### src/rtl/muldiv_unit.sv
// muldiv_unit: iterative MULT/MULTU/DIV/DIVU engine that owns the HI/LO registers.
// A single shared accumulator is used for both operations. Multiply adds the
// multiplicand and shifts right; divide shifts left and does a restoring
// trial subtract. Signed operations run on magnitudes, and the sign is
// corrected in FINISH.
//
// state  | meaning
// IDLE   | waiting for start; MTHI/MTLO writes honoured
// CALC   | WIDTH shift/add or shift/subtract steps
// FINISH | sign fixup, HI/LO update, done/divzero pulse
module muldiv_unit #(
  parameter int WIDTH = 32
) (
  input  logic             clk,
  input  logic             reset_n,
  input  logic             start,
  input  logic [1:0]       op,
  input  logic [WIDTH-1:0] a,
  input  logic [WIDTH-1:0] b,
  input  logic             hi_we,
  input  logic             lo_we,
  input  logic [WIDTH-1:0] wdata,
  output logic             busy,
  output logic             done,
  output logic             divzero,
  output logic [WIDTH-1:0] hi,
  output logic [WIDTH-1:0] lo
);

  localparam logic [1:0] IDLE   = 2'd0;
  localparam logic [1:0] CALC   = 2'd1;
  localparam logic [1:0] FINISH = 2'd2;

  localparam int CW = 6;

  logic [1:0]         state_q, state_d;
  logic [CW-1:0]      cnt_q, cnt_d;
  logic [2*WIDTH:0]   acc_q, acc_d;
  logic [WIDTH-1:0]   opnd_q, opnd_d;
  logic               is_div_q, is_div_d;
  logic               neg_q, neg_d;
  logic               sa_q, sa_d;
  logic               dz_q, dz_d;
  logic [WIDTH-1:0]   hi_q, hi_d;
  logic [WIDTH-1:0]   lo_q, lo_d;
  logic               done_q, done_d;
  logic               divzero_q, divzero_d;

  logic               signed_op, sa, sb;
  logic [WIDTH-1:0]   abs_a, abs_b;
  logic [WIDTH:0]     mul_sum;
  logic [2*WIDTH:0]   mul_step;
  logic [WIDTH:0]     div_rem_sh, div_diff;
  logic               div_ok;
  logic [2*WIDTH:0]   div_step;
  logic [2*WIDTH-1:0] prod, prod_fix;
  logic [WIDTH-1:0]   quo, rem;

  // One datapath step for each operation, plus the signed operand and result fixups
  always_comb begin
    signed_op  = ~op[0];
    sa         = signed_op & a[WIDTH-1];
    sb         = signed_op & b[WIDTH-1];
    abs_a      = sa ? (~a + 1'b1) : a;
    abs_b      = sb ? (~b + 1'b1) : b;

    // acc_q[2*WIDTH] holds the add carry; it is always shifted back out as zero
    mul_sum    = acc_q[2*WIDTH:WIDTH] + (acc_q[0] ? {1'b0, opnd_q} : '0);
    mul_step   = {1'b0, mul_sum, acc_q[WIDTH-1:1]};

    // The remainder, shifted left, takes in the next dividend bit
    div_rem_sh = acc_q[2*WIDTH-1:WIDTH-1];
    div_diff   = div_rem_sh - {1'b0, opnd_q};
    div_ok     = (div_rem_sh >= {1'b0, opnd_q});
    div_step   = div_ok ? {div_diff, acc_q[WIDTH-2:0], 1'b1}
                        : {div_rem_sh, acc_q[WIDTH-2:0], 1'b0};

    prod       = acc_q[2*WIDTH-1:0];
    prod_fix   = neg_q ? (~prod + 1'b1) : prod;
    quo        = acc_q[WIDTH-1:0];
    rem        = acc_q[2*WIDTH-1:WIDTH];
  end

  // Next-state logic for the FSM, the datapath and HI/LO
  always_comb begin
    state_d   = state_q;
    cnt_d     = cnt_q;
    acc_d     = acc_q;
    opnd_d    = opnd_q;
    is_div_d  = is_div_q;
    neg_d     = neg_q;
    sa_d      = sa_q;
    dz_d      = dz_q;
    hi_d      = hi_q;
    lo_d      = lo_q;
    done_d    = 1'b0;
    divzero_d = 1'b0;

    case (state_q)
      IDLE: begin
        if (hi_we) hi_d = wdata;
        if (lo_we) lo_d = wdata;
        if (start) begin
          is_div_d = op[1];
          neg_d    = sa ^ sb;
          sa_d     = sa;
          dz_d     = op[1] & (b == '0);
          cnt_d    = '0;
          if (op[1]) begin
            acc_d  = {{(WIDTH+1){1'b0}}, abs_a};
            opnd_d = abs_b;
          end else begin
            acc_d  = {{(WIDTH+1){1'b0}}, abs_b};
            opnd_d = abs_a;
          end
          state_d = CALC;
        end
      end
      CALC: begin
        acc_d = is_div_q ? div_step : mul_step;
        cnt_d = cnt_q + 1'b1;
        if (cnt_q == CW'(WIDTH-1)) state_d = FINISH;
      end
      FINISH: begin
        if (is_div_q) begin
          if (!dz_q) begin
            lo_d = neg_q ? (~quo + 1'b1) : quo;
            hi_d = sa_q  ? (~rem + 1'b1) : rem;
          end
        end else begin
          hi_d = prod_fix[2*WIDTH-1:WIDTH];
          lo_d = prod_fix[WIDTH-1:0];
        end
        done_d    = 1'b1;
        divzero_d = is_div_q & dz_q;
        state_d   = IDLE;
      end
      default: state_d = IDLE;
    endcase
  end

  // State registers; reset drops any in-flight operation and clears HI/LO
  always_ff @(posedge clk or negedge reset_n) begin
    if (!reset_n) begin
      state_q   <= IDLE;
      cnt_q     <= '0;
      acc_q     <= '0;
      opnd_q    <= '0;
      is_div_q  <= 1'b0;
      neg_q     <= 1'b0;
      sa_q      <= 1'b0;
      dz_q      <= 1'b0;
      hi_q      <= '0;
      lo_q      <= '0;
      done_q    <= 1'b0;
      divzero_q <= 1'b0;
    end else begin
      state_q   <= state_d;
      cnt_q     <= cnt_d;
      acc_q     <= acc_d;
      opnd_q    <= opnd_d;
      is_div_q  <= is_div_d;
      neg_q     <= neg_d;
      sa_q      <= sa_d;
      dz_q      <= dz_d;
      hi_q      <= hi_d;
      lo_q      <= lo_d;
      done_q    <= done_d;
      divzero_q <= divzero_d;
    end
  end

  assign busy    = (state_q != IDLE);
  assign done    = done_q;
  assign divzero = divzero_q;
  assign hi      = hi_q;
  assign lo      = lo_q;

endmodule

### config.mk
export PLATFORM = sky130hd
export DESIGN_NAME = muldiv_unit
export DESIGN_NICKNAME = d
export VERILOG_FILES = /design/src/rtl/muldiv_unit.sv
export SDC_FILE = /design/constraint.sdc
export NUM_CORES = 1
export LEC_CHECK = 0
export ABC_AREA = 1
export CAP_MARGIN = 20
export CORE_MARGIN = 1.5
export CORE_UTILIZATION = 35
export CTS_CLUSTER_DIAMETER = 30
export DETAILED_ROUTE_END_ITERATION = 7
export PLACE_DENSITY = 0.57
export SYNTH_ARGS = -nofsm -noshare
export SYNTH_HDL_FRONTEND = slang
export SYNTH_SLANG_ARGS = --single-unit
### constraint.sdc
create_clock -name clk -period 5.1 [get_ports clk]
set_input_delay 1.02 -clock clk [delete_from_list [all_inputs] [get_ports clk]]
set_output_delay 1.02 -clock clk [all_outputs]
set_load 0.03 [all_outputs]
==> flow_summary_export.csv, run 1 <==
group,metric,value,unit
clocking,cts_tree,"done",
synth,synth_common_cells,"1,009 x nand2_1, 391 x inv_1, 363 x nor2_1, 354 x nand3_1, 175 x dfrtp_1",
synth,async_flop_share,100,%
clocking,cts_hold_buf,0,
clocking,post_cts_buffers,0,
critical_path,worstPathMaxFanout,26,
clocking,clk_pin_slew_worst_paths,0.08,ns
finish,final_net_count,3441,
synth,synth_edf_count,0,
critical_path,path_class,"register to register",
floorplanning,core_area,0.0515,mm²
synth,yosysTopAreaCellShare,23.9,%
critical_path,crit_path_end_kind,"register",
clocking,clockRootBuffer,"clkbuf_16",
timing,timing.hold.ws,0.462,ns
place,placedCellCount,3927,
clocking,post_cts_resized,0,
floorplanning,core.rowCount,83,
synth,yosysMostFrequentCell,"nand2_1",
route,ant_nets,0,
global_routing,overflow,0,
min_path,hold_class,"input port to async pin",
critical_path,critical_path_required,5.45,ns
synth,yosys.area_share.xor_xnor,2.72,%
clocking,clockBufferDepth,2,
synth,yosysSeqAreaShare,23.9,%
synth,yosysTopAreaCell,"dfrtp_1",
synth,synth_top_family_by_area,"simple AND/OR/NAND/NOR gates",
timing,relSlewSlack,35.4,%
route,wl_per_cell,21.2,µm
flow_run,drv_cap,0,
synth,netlist_area,0.0183,mm²
power,ir_worst_vdd,376,µV
critical_path,cp-start-kind,"register",
critical_path,cp.arrival,3.79,ns
finish,fin_util,41.4,%
finish,final_cell_area,0.0213,mm²
global_routing,grt_max_degree,91,
place,place_congestion,1.04,
synth,synthSimpleGateAreaFrac,42.7,%
place,placed_cell_area,0.0207,mm²
synth,muxShareOfSynthArea,0,%
floorplanning,die_w,232,µm
timing,hold_viol,0,
route,initialDrtViolationCount,2302,
global_routing,gr-usage-all-layers,30.9,%
critical_path,rr_startpoint,"acc_q[0]$_DFFE_PN0P_",
synth,yosys.area_share.adder,4.92,%
place,io_buffers,169,
timing,finalMaxSlewViolations,0,
power,leakagePower,10.3,nW
timing,period_share,67.5,%
critical_path,startpoint,"acc_q[0]$_DFFE_PN0P_",
timing,tightest_slew,0.963,ns
clocking,clock_sinks,175,
global_routing,antenna_found_initial,0,
floorplanning,initial_core_util,35.6,%
timing,post-route-min-period,3.44,ns
synth,syn_nets,3331,
route,first_pass_iters,6,
finish,layoutNonFillerInstCount,3961,
synth,ys.flop_type,"dfrtp_1",
timing,rsz0062_at_grt,"no",
floorplanning,io_pins,170,
clocking,htreeDepth,4,
synth,synth.avg_cell_area,5.81,µm²
route,viasPerCell,5.51,
finish,area.growth.synth_to_final,16.3,%
timing,clock_skew,0.0183,ns
power,power_density,752,mW/mm²
global_routing,grt_pass1_vias,20300,
synth,ys_ff_latch,175,
timing,setup_violations,0,
route,route.detailed.drc,0,
clocking,cts_inserted_buffers,17,
route,vias,21800,
timing,fin_setup_tns,0,ns
global_routing,grt_pass1_wl,125000,µm
synth,synthDistinctLibCells,49,
synth,synthTopCellsByArea,"dfrtp_1 24%, nand2_1 21%, nand3_1 9.7%",
run_status,status,"finished, final reports clean",
finish,drive_gt1_share,3.99,%
timing,fmax,0.290,GHz
clocking,clk_latency,0.49,ns
synth,yosys_warnings,0,
route,routed_wirelength,84000,µm
synth,synth-compound-area-share,15.0,%
floorplanning,die_h,232,µm
floorplanning,dieArea,0.0538,mm²
place,dp_hpwl,68200,µm
synth,synthCells,3157,
[registers in the layout (all words and copies together), names as in the netlist]
signal    flops
is_div_q      1
done          1
dz_q          1
divzero       1
cnt_q         6
lo           32
hi           32
sa_q          1
opnd_q       32
acc_q        65
neg_q         1
state_q       2
[layer usage]
metal	vias to the layer above	part of all wire [%]	GRT usage (%)
met2	998	45	49.6
met5	-	0	0
li1	10500	-	-
met4	0	3.7	11.9
met1	10200	44	41.8
met3	118	7.3	4.36
[cell usage in the layout, fill, tap and decap left out, types with 12 or more instances in the layout]
master,instances
nand2_1,1007
inv_1,391
nor2_1,360
nand3_1,354
o21ai_0,173
dfrtp_1,173
clkdlybuf4s50_1,168
a21oi_1,151
ha_1,69
nand4_1,51
a31oi_1,40
xor2_1,40
o211ai_1,40
buf_4,26
xnor2_1,17
clkbuf_16,17
nand2_2,16
nand3b_1,16
or2_2,15
a21boi_0,15
nor3_1,14
nor2_2,12
o21ai_1,12
a22oi_1,12
[power by group]
part	internal, mW	switching (mW)
Sequential	2.09	1.02
Combinational	3.72	7.75
Clock	0.719	0.747
Total	6.53	9.52
[worst paths after layout]
| check | cells past startpoint | to | slack (ns) |
|---|---|---|---|
| max | 16 | acc_q[55]$_DFFE_PN0P_ | 1.66 |
| min | 1 | hi[22]$_DFFE_PN0P_ | 0.46 |
| max reg2reg | 16 | acc_q[55]$_DFFE_PN0P_ | 1.66 |
| min reg2reg | 2 | acc_q[64]$_DFFE_PN0P_ | 0.50 |
| max in group asynchronous | 2 | lo[4]$_DFFE_PN0P_ | 3.65 |
| min in group clk | 2 | acc_q[64]$_DFFE_PN0P_ | 0.50 |
[cell families (layout without fill, tap and decap cells)]
kind of cell             after synthesis  in the layout
AND/OR/NAND/NOR                     1862           1862
buffers and inverters                510            633
AO/OA/AOI/OAI                        482            482
flip-flops                           175            175
adder cells (fa/ha/maj)               71             71
XOR/XNOR                              57             57
other                                  0              1
[critical path, stage by stage (launching register included)]
cell	delay, ns
dfrtp_1	0.66
buf_4	0.41
nand2_1	0.08
inv_1	0.07
ha_1	0.31
a21oi_1	0.37
inv_1	0.08
nor2_1	0.15
nand2_1	0.18
nand2_1	0.11
nand2_1	0.18
nand2_1	0.14
nand3_1	0.07
nand3_1	0.09
nand2_1	0.10
nand2_1	0.19
o21ai_0	0.10
[layout make-up]
class,instances,area (µm²)
multi-input combinational,2472,12000
timing repair buffer,197,1930
tap,680,851
clock inverter,15,210
sequential,175,4380
antenna,1,2.50
fill,5741,30200
clock buffer,17,425
inverter,404,1520
[metrics by stage]
stage | power (mW) | setup WS [ns]
6_report | 16.0 | 1.66
5_1_grt | 17.4 | 1.35
4_1_cts | 15.8 | 1.75
3_5_place_dp | 14.3 | 1.59
3_3_place_gp | 14.2 | 1.61
2_1_floorplan | 10.4 | 2.67
Note: power is estimated with default switching activity, not from simulation.
==> run 2, diff against run 1 <==
==> constraint.sdc (replaced) <==
create_clock -name clk -period 3.4 [get_ports clk]
set_input_delay 0.68 -clock clk [delete_from_list [all_inputs] [get_ports clk]]
set_output_delay 0.68 -clock clk [all_outputs]
set_load 0.03 [all_outputs]
==> run 2 against run 1 <==
Effect of this change: worst setup slack worse by 1.3 ns; non-clock buffer count is 50 higher; total power rose by 53%; clock power is 43% higher; sequential share of layout area down 0.32 points; hold slack worse by 0.28 ns; global-route usage grew 0.72 points; sequential power is 35% higher; design area increased by 1.6%.
==> flow_summary_export.csv, run 2 (synthesized netlist as in run 1, its figures left out) <==
group,metric,value,unit
run_status,status,"finished, final reports clean",
clocking,clk_latency,0.49,ns
timing,period_share,88.5,%
place,placedCellCount,3978,
power,power_density,1140,mW/mm²
clocking,post_cts_buffers,0,
route,ant_nets,0,
power,p_total,24.6,mW
route,route.detailed.drc,0,
global_routing,grt_max_degree,79,
finish,fin_util,42.1,%
route,first_pass_iters,6,
floorplanning,dieArea,0.0538,mm²
timing,tightest_slew,0.865,ns
finish,largest_reg_flops,65,
finish,layoutNonFillerInstCount,4009,
finish,layout_common_cells,"1,007 x nand2_1, 391 x inv_1, 360 x nor2_1",
clocking,cts_inserted_buffers,17,
route,routed_wirelength,86700,µm
critical_path,worstPathMaxFanout,29,
clocking,cts_tree,"done",
critical_path,crit_buf_inv,2,
route,initialDrtViolationCount,2399,
floorplanning,die_w,232,µm
timing,fmax,0.332,GHz
global_routing,overflow,0,
critical_path,rr_endpoint,"acc_q[59]$_DFFE_PN0P_",
critical_path,cpMostUsedCell,"nand2_1",
timing,hold_viol,0,
finish,drive_gt1_share,5.38,%
clocking,cts_hold_buf,0,
global_routing,grt_pass1_vias,20600,
finish,area.growth.synth_to_final,18.2,%
finish,antenna_cells,0,
flow_run,drv_cap,0,
clocking,post_cts_resized,0,
route,wl_per_cell,21.6,µm
timing,clock_skew,0.0116,ns
critical_path,critical_path_required,3.78,ns
critical_path,cp-start-kind,"register",
clocking,clockRootBuffer,"clkbuf_16",
route,routed.top_layer,"met5",
route,met2_length,38900,µm
place,place_congestion,1.06,
route,met1_length,38700,µm
finish,max_flop_register,"acc_q",
critical_path,path_delay_family,"simple AND/OR/NAND/NOR gates",
place,placed_cell_area,0.0211,mm²
critical_path,path_cells,"buf_12 -> nand2_1 -> inv_1 -> ha_1 -> a21oi_1 -> o21ai_0 -> a21oi_1 -> nor2_1 -> nor2_1 -> nand3_1 -> nand3_1 -> nand2_1 -> nand2_1 -> nand2_1",
clocking,clock_sinks,175,
min_path,hold_class,"input port to async pin",
route,route.met3.wl,6190,µm
timing,post-route-min-period,3.01,ns
floorplanning,io_pins,170,
global_routing,grt_pass1_wl,128000,µm
floorplanning,core_area,0.0515,mm²
critical_path,r2r.worst_path.cells,14,
power,ir_worst_vdd,514,µV
finish,final_cell_area,0.0217,mm²
power,leakagePower,10.5,nW
route,vias,22100,
timing,finalMaxSlewViolations,0,
floorplanning,die_h,232,µm
critical_path,reg2reg_setup_slack,0.39,ns
clocking,clk_pin_slew_worst_paths,0.07,ns
finish,final_net_count,3491,
critical_path,cp_slowest_cell,"dfrtp_1",
critical_path,rr_startpoint,"acc_q[0]$_DFFE_PN0P_",
timing,relSlewSlack,42.3,%
place,io_buffers,169,
finish,fillers,5781,
global_routing,gr-usage-all-layers,31.6,%
global_routing,antenna_found_initial,1,
clocking,clockBufferDepth,2,
route,viasPerCell,5.52,
clocking,htreeDepth,4,
critical_path,crit_path_end_kind,"register",
timing,rsz0062_at_grt,"no",
critical_path,path_class,"register to register",
floorplanning,core.rowCount,83,
critical_path,cp.arrival,3.38,ns
finish,final_common_cell,"nand2_1",
timing,setup_violations,0,
critical_path,cpPeakStageDelay,0.44,ns
floorplanning,initial_core_util,35.6,%
timing,fin_setup_tns,0,ns
place,dp_hpwl,71500,µm
-- run 2: final cells by class --
cell class	count	area, µm²	share of cell area, %
inverter	404	1520	7.00
sequential	175	4380	20.2
clock inverter	13	151	0.699
clock buffer	18	429	1.98
timing repair buffer	247	2330	10.7
multi-input combinational	2472	12000	55.4
tap	680	851	3.93
-- run 2: worst max-delay path by stage --
stage,start,slack [ns],cells after the start,to
3_3_place_gp,a[0],0.41,14,acc_q[26]$_DFFE_PN0P_
6_report,acc_q[0]$_DFFE_PN0P_,0.39,14,acc_q[59]$_DFFE_PN0P_
4_1_cts,acc_q[0]$_DFFE_PN0P_,0.46,14,acc_q[59]$_DFFE_PN0P_
3_5_place_dp,a[0],0.35,11,acc_q[28]$_DFFE_PN0P_
2_1_floorplan,acc_q[0]$_DFFE_PN0P_,1.04,18,acc_q[54]$_DFFE_PN0P_
5_1_grt,acc_q[0]$_DFFE_PN0P_,0.29,17,acc_q[62]$_DFFE_PN0P_
-- run 2: where the power goes --
| group | total, mW | internal [mW] | leakage (nW) | switching (mW) |
|---|---|---|---|---|
| registers | 4.18 | 3.14 | 2.02 | 1.04 |
| logic | 18.3 | 5.96 | 8.21 | 12.4 |
| clock network | 2.10 | 1.09 | 0.276 | 1.01 |
| total | 24.6 | 10.2 | 10.5 | 14.4 |
-- run 2: worst register-to-register path: cells and delay by family, from the launching register on --
kind            cells  cell delay, ns
fa+ha+maj           1            0.34
flops               1            0.44
compound gates      3            0.88
buf+inv             2            0.28
simple gates        8            0.96
-- run 2: through the flow --
| step | setup slack [ns] | hold slack [ns] |
|---|---|---|
| 6_report | 0.392 | 0.182 |
| 5_1_grt | 0.286 | 0.240 |
| 3_5_place_dp | 0.351 | 0.488 |
| 2_1_floorplan | 1.04 | 0.384 |
| 3_3_place_gp | 0.408 | 0.479 |
| 4_1_cts | 0.456 | 0.200 |
-- run 2: metal layers --
layer	vias up	global-route usage, %
met5	-	0
met4	2	11.0
met3	130	3.55
met2	1050	50.4
met1	10400	44.0
li1	10500	-
==> run 3, diff against run 2 <==
--- a/config.mk
+++ b/config.mk
@@ -6,12 +6,14 @@
 export NUM_CORES = 1
 export LEC_CHECK = 0
 export ABC_AREA = 1
+export ABC_CLOCK_PERIOD_IN_PS = 3400
 export CAP_MARGIN = 20
 export CORE_MARGIN = 1.5
 export CORE_UTILIZATION = 35
 export CTS_CLUSTER_DIAMETER = 30
 export DETAILED_ROUTE_END_ITERATION = 7
-export PLACE_DENSITY = 0.57
+export DONT_BUFFER_PORTS = 1
+export PLACE_DENSITY = 0.53
 export SYNTH_ARGS = -nofsm -noshare
 export SYNTH_HDL_FRONTEND = slang
 export SYNTH_SLANG_ARGS = --single-unit
==> run 3 against run 2 <==
Effect of this change: the run now ends with hold timing left; critical endpoint is now acc_q[61]$_DFFE_PN0P_; sequential power grew 21%; largest cell class unchanged; critical path depth grew 1; via count shrank 3.7%; largest power group unchanged; die area is the same.
==> flow_summary_export.csv, run 3 (synthesized netlist as in run 1, its figures left out) <==
group,metric,value,unit
timing,fmax,0.325,GHz
floorplanning,io_pins,170,
power,power_density,1190,mW/mm²
clocking,htreeDepth,4,
timing,tightest_slew,0.803,ns
power,switching_share,60.8,%
timing,setup_violations,0,
place,dp_hpwl,72000,µm
finish,fillers,5801,
timing,clock_skew,0.0194,ns
clocking,clock_sinks,175,
global_routing,grt_pass1_wl,127000,µm
power,clkPwrFrac,8.8,%
finish,multi_input_area,0.0120,mm²
clocking,cts_inserted_buffers,17,
min_path,hold_class,"input port to async pin",
finish,antenna_cells,0,
power,seqPwrFrac,21.3,%
power,leakagePower,9.75,nW
floorplanning,die_h,232,µm
finish,largest_reg_flops,65,
power,p_comb_share,69.8,%
finish,layoutNonFillerInstCount,3825,
global_routing,grt_pass1_vias,19900,
timing,rsz0062_at_grt,"no",
critical_path,cp-start-kind,"register",
finish,drive_gt1_share,5.18,%
finish,area.growth.synth_to_final,8.13,%
clocking,clk_pin_slew_worst_paths,0.09,ns
run_status,violations,"hold timing",
place,place_congestion,0.994,
floorplanning,initial_core_util,35.6,%
flow_run,drv_cap,0,
timing,timing.hold.ws,-0.123,ns
finish,layout_common_cells,"1,007 x nand2_1, 391 x inv_1, 360 x nor2_1",
clocking,clockRootBuffer,"clkbuf_16",
critical_path,cp.arrival,3.45,ns
finish,max_flop_register,"acc_q",
global_routing,gr-usage-all-layers,31.8,%
clocking,cts_tree,"done",
finish,area.sequential,0.00438,mm²
power,p_sw,14.4,mW
critical_path,worstPathMaxFanout,7,
floorplanning,die_w,232,µm
run_status,status,"complete, but fails checks",
floorplanning,core_area,0.0515,mm²
clocking,post_cts_buffers,0,
place,placedCellCount,3793,
timing,post-route-min-period,3.08,ns
critical_path,crit_path_end_kind,"register",
place,io_buffers,0,
clocking,clockBufferDepth,2,
clocking,clk_latency,0.49,ns
power,p_int,9.29,mW
route,viasPerCell,5.57,
critical_path,path_class,"register to register",
route,wl_per_cell,22.7,µm
finish,final_net_count,3306,
finish,final_common_cell,"nand2_1",
timing,relSlewSlack,45.9,%
power,ir_worst_vdd,505,µV
route,ant_nets,0,
route,first_pass_iters,5,
route,route.detailed.drc,0,
timing,finalMaxSlewViolations,0,
route,vias,21300,
floorplanning,dieArea,0.0538,mm²
global_routing,overflow,0,
timing,period_share,90.5,%
global_routing,grt_max_degree,176,
timing,hold_viol,175,
timing,fin_setup_tns,0,ns
global_routing,antenna_found_initial,1,
clocking,post_cts_resized,0,
critical_path,critical_path_required,3.77,ns
route,routed_wirelength,86800,µm
route,initialDrtViolationCount,2458,
floorplanning,core.rowCount,83,
run 3: changes by cell type in the layout (fill, tap and decap cells not counted), sizes merged:
cell / delta
clkinvlp: -2
buf: -17
inv: +1
bufinv: -2
clkinv: +4
clkdlybuf4s50: -168
run 3: layout make-up:
type | instances | share of cell area [%]
repair buffers | 62 | 2.41
inverters | 404 | 7.65
flip-flops and latches | 175 | 22.1
multi-input cells | 2472 | 60.6
clock inverters | 14 | 0.826
well taps | 680 | 4.29
clock buffers | 18 | 2.16
run 3: metrics by stage:
stage               utilization, %  hold slack, ns  area, µm²  setup WS [ns]  power (mW)
floorplan                        -           0.384      18300           1.04        15.7
global placement              37.4           0.393      19200          0.332        21.2
detailed placement            37.4           0.390      19200          0.331        21.2
CTS                           38.5          -0.130      19800          0.319        23.3
global route                  38.5          -0.134      19800         0.0785        25.6
finish                        38.5          -0.123      19800          0.324        23.7
run 3: worst paths after layout:
| check | start | to | slack [ns] | cells past startpoint |
|---|---|---|---|---|
| min | reset_n | hi[31]$_DFFE_PN0P_ | -0.12 | 0 |
| min in group clk | wdata[22] | lo[22]$_DFFE_PN0P_ | 0.34 | 2 |
| max in group asynchronous | reset_n | is_div_q$_DFFE_PN0P_ | 3.22 | 0 |
| min reg2reg | cnt_q[0]$_DFFE_PN0P_ | cnt_q[0]$_DFFE_PN0P_ | 0.53 | 1 |
| max | acc_q[32]$_DFFE_PN0P_ | acc_q[61]$_DFFE_PN0P_ | 0.32 | 15 |
| max reg2reg | acc_q[32]$_DFFE_PN0P_ | acc_q[61]$_DFFE_PN0P_ | 0.32 | 15 |
run 3: power by group through the flow:
| stage | sequential [mW] | combinational (mW) | clock, mW |
|---|---|---|---|
| final | 5.06 | 16.5 | 2.09 |
| after global routing | 5.17 | 18.3 | 2.20 |
| after CTS | 5.03 | 16.2 | 2.12 |
| after detailed placement | 5.07 | 16.1 | 0 |
| after global placement | 5.05 | 16.2 | 0 |
| after floorplan | 4.59 | 11.1 | 0 |
run 3: worst max-delay path, stage by stage, from the launching register on:
cell and delay, ns:
dfrtp_1 0.65, ha_1 0.28, inv_1 0.07, fa_1 0.39
inv_1 0.08, nand3_1 0.06, nand2_1 0.16, a21boi_0 0.19
o21ai_0 0.54, nand2_1 0.15, nand2_1 0.09, nand2_1 0.05
nand3_1 0.07, nand2_1 0.06, nand2_1 0.07, nand2_1 0.05
run 3: layer usage:
layer	GRT usage, %	part of all wire [%]
met1	43.7	44
met2	51.5	46
met3	3.61	7.2
met4	10.8	3.1
met5	0	0
